## config.mk

```make
export PLATFORM = sky130hd
export DESIGN_NAME = lbp_window_sched
export DESIGN_NICKNAME = d
export VERILOG_FILES = /design/src/rtl/lbp_window_sched.sv
export SDC_FILE = /design/constraint.sdc
export NUM_CORES = 1
export LEC_CHECK = 0
export ABC_AREA = 1
export CORE_UTILIZATION = 46
export DETAILED_ROUTE_END_ITERATION = 6
export GPL_ROUTABILITY_DRIVEN = 1
export PLACE_DENSITY = 0.76
export SYNTH_ARGS = -nofsm -noshare
export SYNTH_HDL_FRONTEND = slang
export SYNTH_SLANG_ARGS = --single-unit
```

## constraint.sdc

```tcl
create_clock -name clk -period 3.8 [get_ports clk]
set_input_delay 0.57 -clock clk [delete_from_list [all_inputs] [get_ports clk]]
set_output_delay 0.57 -clock clk [all_outputs]
set_load 0.02 [all_outputs]
```

## src/rtl/lbp_window_sched.sv

```systemverilog
// Raster-scan 3x3 window scheduler for the LBP datapath.
// Fetches gray pixels and emits one window per interior pixel.
module lbp_window_sched #(
  parameter int W      = 128,
  parameter int H      = 128,
  parameter int ADDR_W = 14
) (
  input  logic              clk,
  input  logic              reset,
  input  logic              start,
  output logic              gray_req,
  output logic [ADDR_W-1:0] gray_addr,
  input  logic              gray_ready,
  input  logic [7:0]        gray_data,
  output logic              win_valid,
  input  logic              win_ready,
  output logic [71:0]       win_data,
  output logic [ADDR_W-1:0] win_addr,
  output logic              busy,
  output logic              finish
);

  localparam int CW = $clog2(W);
  localparam int RW = ADDR_W - CW;

  typedef enum logic [1:0] {
    IDLE,
    FETCH,
    EMIT,
    DONE
  } state_t;

  state_t        state, n_state;
  logic [RW-1:0] row, n_row;
  logic [CW-1:0] col, n_col;
  logic [CW-1:0] fcol, n_fcol;
  logic [1:0]    j, n_j;
  logic          rs, n_rs;
  logic [71:0]   n_win;
  logic [RW-1:0] arow;

  always_comb begin
    n_state = state;
    n_row   = row;
    n_col   = col;
    n_fcol  = fcol;
    n_j     = j;
    n_rs    = rs;
    n_win   = win_data;
    unique case (state)
      IDLE, DONE: begin
        if (start) begin
          n_state = FETCH;
          n_row   = RW'(1);
          n_col   = CW'(1);
          n_fcol  = '0;
          n_j     = '0;
          n_rs    = 1'b1;
        end
      end
      FETCH: begin
        if (gray_ready) begin
          // window row j is three bytes: left, mid, right
          unique case (j)
            2'd0:    n_win[23:0]  = {gray_data, win_data[23:8]};
            2'd1:    n_win[47:24] = {gray_data, win_data[47:32]};
            default: n_win[71:48] = {gray_data, win_data[71:56]};
          endcase
          if (j == 2'd2) begin
            n_j = '0;
            if (rs && fcol < CW'(2)) begin
              n_fcol = fcol + CW'(1);
            end else begin
              n_state = EMIT;
              n_rs    = 1'b0;
            end
          end else begin
            n_j = j + 2'd1;
          end
        end
      end
      EMIT: begin
        if (win_ready) begin
          if (col < CW'(W - 2)) begin
            n_col   = col + CW'(1);
            n_fcol  = col + CW'(2);
            n_j     = '0;
            n_state = FETCH;
          end else if (row < RW'(H - 2)) begin
            n_row   = row + RW'(1);
            n_col   = CW'(1);
            n_fcol  = '0;
            n_j     = '0;
            n_rs    = 1'b1;
            n_state = FETCH;
          end else begin
            n_state = DONE;
          end
        end
      end
      default: n_state = IDLE;
    endcase
    arow = n_row - RW'(1) + RW'(n_j);
  end

  always_ff @(posedge clk or posedge reset) begin
    if (reset) begin
      state     <= IDLE;
      row       <= '0;
      col       <= '0;
      fcol      <= '0;
      j         <= '0;
      rs        <= 1'b0;
      win_data  <= '0;
      gray_req  <= 1'b0;
      gray_addr <= '0;
      win_valid <= 1'b0;
      win_addr  <= '0;
      busy      <= 1'b0;
      finish    <= 1'b0;
    end else begin
      state     <= n_state;
      row       <= n_row;
      col       <= n_col;
      fcol      <= n_fcol;
      j         <= n_j;
      rs        <= n_rs;
      win_data  <= n_win;
      gray_req  <= (n_state == FETCH);
      gray_addr <= (n_state == FETCH) ? {arow, n_fcol} : '0;
      win_valid <= (n_state == EMIT);
      win_addr  <= {n_row, n_col};
      busy      <= (n_state == FETCH) || (n_state == EMIT);
      finish    <= (n_state == DONE);
    end
  end

endmodule

```

==> results.py <==
metrics = {
    "status": {
        "status": "finished, final reports clean",
    },
    "timing": {
        "fmax_mhz": 288.3,
        "worst_pin_slew_ns": 1.027,
        "hold_viol": 0,
        "fin_ws_ns": 0.3308,
        "fin_crit_ns": 3.469,
        "setup_viol_count_final": 0,
        "clock_skew_ns": 0.008798,
        "slew_headroom_pct": 31.34,
        "finalMaxSlewViolations": 0,
        "rsz0062_at_grt": "false",
        "finalCritPeriodShare_pct": 91.29,
        "fin_setup_tns_ns": 0,
    },
    "logic_synthesis": {
        "ys_types": 41,
        "async_flop_share_pct": 100.0,
        "synth_cells": 588,
        "synth_top_family_by_area": "simple AND/OR/NAND/NOR gates",
        "synthSimpleGateAreaFrac_pct": 17.35,
        "synth_top_cell_by_area": "dfrtp_1",
        "ys.flop_type": "dfrtp_1",
        "yosys.area_share.adder_pct": 4.138,
        "synth_xor_area_share_pct": 0.8229,
        "avgSynthCellArea_sq_um": 9.050,
        "synthMuxAreaShare_pct": 3.386,
        "synth_edf_count": 0,
        "synth.top_cells.by_area": "dfrtp_1 55%, nand2_1 10%, o21ai_0 5.5%",
        "synth.net_count": 618,
        "ys_warn_count": 0,
        "ys_ff_latch": 116,
        "synth.yosys.seq_area_share_pct": 54.55,
        "synth_compound_area_share_pct": 12.49,
        "synth_top_area_share_pct": 54.55,
        "syn-cell-area_sq_um": 5321,
    },
    "grt": {
        "grt_pass1_wl_microns": 21680,
        "grt_max_degree": 78,
        "grt_use_total_pct": 23.76,
        "grt_pass1_vias": 4443,
        "antenna_found_initial": 0,
        "overflow": 0,
    },
    "power": {
        "p_seq_share_pct": 33.5,
        "peakVddDrop_mv": 0.4030,
        "cellLeakagePower_uw": 0.003524,
        "pwr-share-comb_pct": 38.7,
        "internal_power_uw": 3495,
        "powerDensity_nw_per_um2": 773.6,
        "switchingPower_uw": 2121,
        "pwr-share-clk_pct": 27.8,
        "p_sw_share_pct": 37.77,
    },
    "setup_path": {
        "reg2reg_depth": 24,
        "crit_path_end_kind": "flip-flop",
        "crit_chain": "ha_1 > nand2_2 > nor2_4 > nand2_4 > nand2_4 > nand2_2 > inv_2 > nand2_2 > o21ai_2 > inv_2 > o21ai_1 > nand2_1 > o21ai_1 > inv_1 > ha_1 > inv_1 > ha_1 > fa_1 > nand2_1 > inv_1 > o21ai_0 > nand2_1 > o21ai_0 > a21oi_1",
        "slowest_delay_ns": 0.42,
        "critPathRequiredTime_ns": 4.09,
        "crit_arrival_ns": 3.76,
        "setup.worst_path.start_class": "flip-flop",
        "cp_slowest_cell": "dfrtp_2",
        "path_class": "reg2reg",
        "reg2reg_to": "gray_addr[12]$_DFF_PP0_",
        "cp_max_fo": 7,
        "r2r_slack_ns": 0.33,
    },
    "run": {
        "cap_violations": 0,
    },
    "clocking": {
        "insertion_delay_ns": 0.41,
        "htree_levels": 4,
        "cts_buffers": 17,
        "clock_path_buffers": 2,
        "cts.clk_slew.worst_paths_ns": 0.06,
        "cts.sinks": 116,
        "ctsHoldBuffers": 0,
        "cts_root_buf": "clkbuf_16",
        "cts_tree": "built",
    },
    "floorplan": {
        "core_sq_um": 11030,
        "die_y_microns": 109.6,
        "start_util_pct": 48.24,
        "die_area_sq_um": 12000,
        "rows": 38,
        "dieWidth_microns": 109.6,
        "io_pins": 117,
    },
    "hold_path": {
        "holdPathStages": 2,
        "worstHoldStart": "win_data[27]$_DFFE_PP0P_",
        "hp-class": "reg2reg",
        "whs_endpoint": "win_data[27]$_DFFE_PP0P_",
    },
    "drt": {
        "wire_per_inst_microns": 15.26,
        "avgViaCountPerCell": 5.159,
        "totalWireLength_microns": 13260,
        "first_pass_iters": 5,
        "drt_iter0_drc": 272,
        "postRouteAntennaNets": 0,
        "vias": 4483,
        "drc": 0,
    },
    "final_layout": {
        "syn_to_final_growth_pct": 36.40,
        "antenna_cells": 0,
        "design_area_sq_um": 7258,
        "final_nets": 746,
        "drive_gt1_share_pct": 11.93,
    },
    "placement": {
        "gp_congestion": 0.8820,
        "dpl.hpwl_microns": 9490,
        "place_ws_ns": 0.2463,
        "portBuffers": 116,
        "dpl_cell_area_sq_um": 6676,
    },
}
## synthesized netlist by cell type (3+ instances only)
cell type	count
o221ai_1	3
nand4_1	6
inv_1	77
o21ai_0	59
xor2_1	4
o21a_1	3
nand3_2	3
o22ai_1	3
clkbuf_1	12
buf_2	3
nand2_1	146
nor2_1	35
a21oi_1	30
ha_1	16
o211ai_1	3
nand3_1	7
inv_2	5
mux2_2	16
o21ai_1	5
dfrtp_1	116
nand2_2	9
## layer usage
layer,up-vias,wire [microns],GRT usage (%)
li1,2155,-,-
met1,2154,5956,30.80
met2,153,6362,39.22
met3,21,769,5.453
met4,0,176,8.190
met5,-,0,0
## worst max path at each step
stage | from | slack [ns] | endpoint | cells past startpoint
floorplan | reset | 0.16 | async pin | 1
global placement | win_ready | 0.36 | gray_addr[12]$_DFF_PP0_ | 21
detailed placement | win_ready | 0.25 | gray_addr[12]$_DFF_PP0_ | 21
CTS | flip-flop | 0.28 | gray_addr[12]$_DFF_PP0_ | 24
global route | flip-flop | 0.01 | gray_addr[13]$_DFF_PP0_ | 27
finish | flip-flop | 0.33 | gray_addr[12]$_DFF_PP0_ | 24
## stage by stage
step	hold slack, ns	utilization (%)	total power [uW]	cells
detailed placement	0.4579	60.53	4054	837
global placement	0.4532	60.53	3996	837
floorplan	0.4682	-	3031	588
finish	0.4677	65.80	5615	869
CTS	0.4723	65.79	5642	869
global route	0.4950	65.80	5925	869
## sequential cells by signal, indices dropped and copies added, names as in the netlist, named ones only
register,flops
win_data,72
gray_addr,14
fcol,7
row,7
j,2
state,2
busy,1
finish,1
gray_req,1
rs,1
win_valid,1
## cell usage in the layout, fill, tap and decap left out, types with 2 or more instances in the layout
cell type	instances
a21oi_1	30
inv_1	76
o21ai_1	5
clkinvlp_4	2
xor2_1	4
nand3_2	3
bufinv_16	2
buf_4	10
nor2_4	2
nand4_1	6
a22oi_1	2
mux2_2	16
o21a_1	3
clkbuf_16	17
nand3_1	7
ha_1	16
inv_2	5
o221ai_1	3
nor2_1	35
clkinv_4	3
o21ai_0	59
dfrtp_1	115
inv_6	4
clkinv_2	3
nand2_2	9
a32o_1	2
o2111ai_1	2
clkdlybuf4s50_1	116
nand2_4	2
o211ai_1	3
nand2_1	146
nor2_2	2
o22ai_1	3
## power by group through the flow
stage	Clock (uW)	Combinational, uW	Sequential [uW]
after floorplan	0	788	2240
after global placement	0	2120	1870
after detailed placement	0	2170	1890
after CTS	1580	2190	1880
after global routing	1640	2370	1920
final	1560	2170	1880
## critical path: cells and delay by family (launching register included)
family	cells	cell delay, ns
adder cells (fa/ha/maj)	4	1.10
AND/OR/NAND/NOR	9	0.88
AO/OA/AOI/OAI	6	0.67
flip-flops	1	0.42
buffers and inverters	5	0.28
## kinds of logic after synthesis
| family | after synthesis |
|---|---|
| AO/OA/AOI/OAI | 118 |
| XOR/XNOR | 5 |
| adder cells (fa/ha/maj) | 17 |
| buffers and inverters | 100 |
| flip-flops | 116 |
| multiplexers | 16 |
| AND/OR/NAND/NOR | 216 |
## cell type report
class / instances / area [sq um]
Fill cell: 880 / 3772
Timing Repair Buffer: 127 / 1256
Tap cell: 140 / 175.2
Inverter: 82 / 310.3
Clock inverter: 14 / 151.4
Clock buffer: 18 / 429.2
Sequential cell: 116 / 2904
Multi-Input combinational cell: 372 / 2032
## repair_timing
item | CTS | global route
gates resized for setup | 0 | 1
setup endpoints to repair | 0 | 2
buffers inserted | 0 | 0
(Power assumes the default switching activity.)
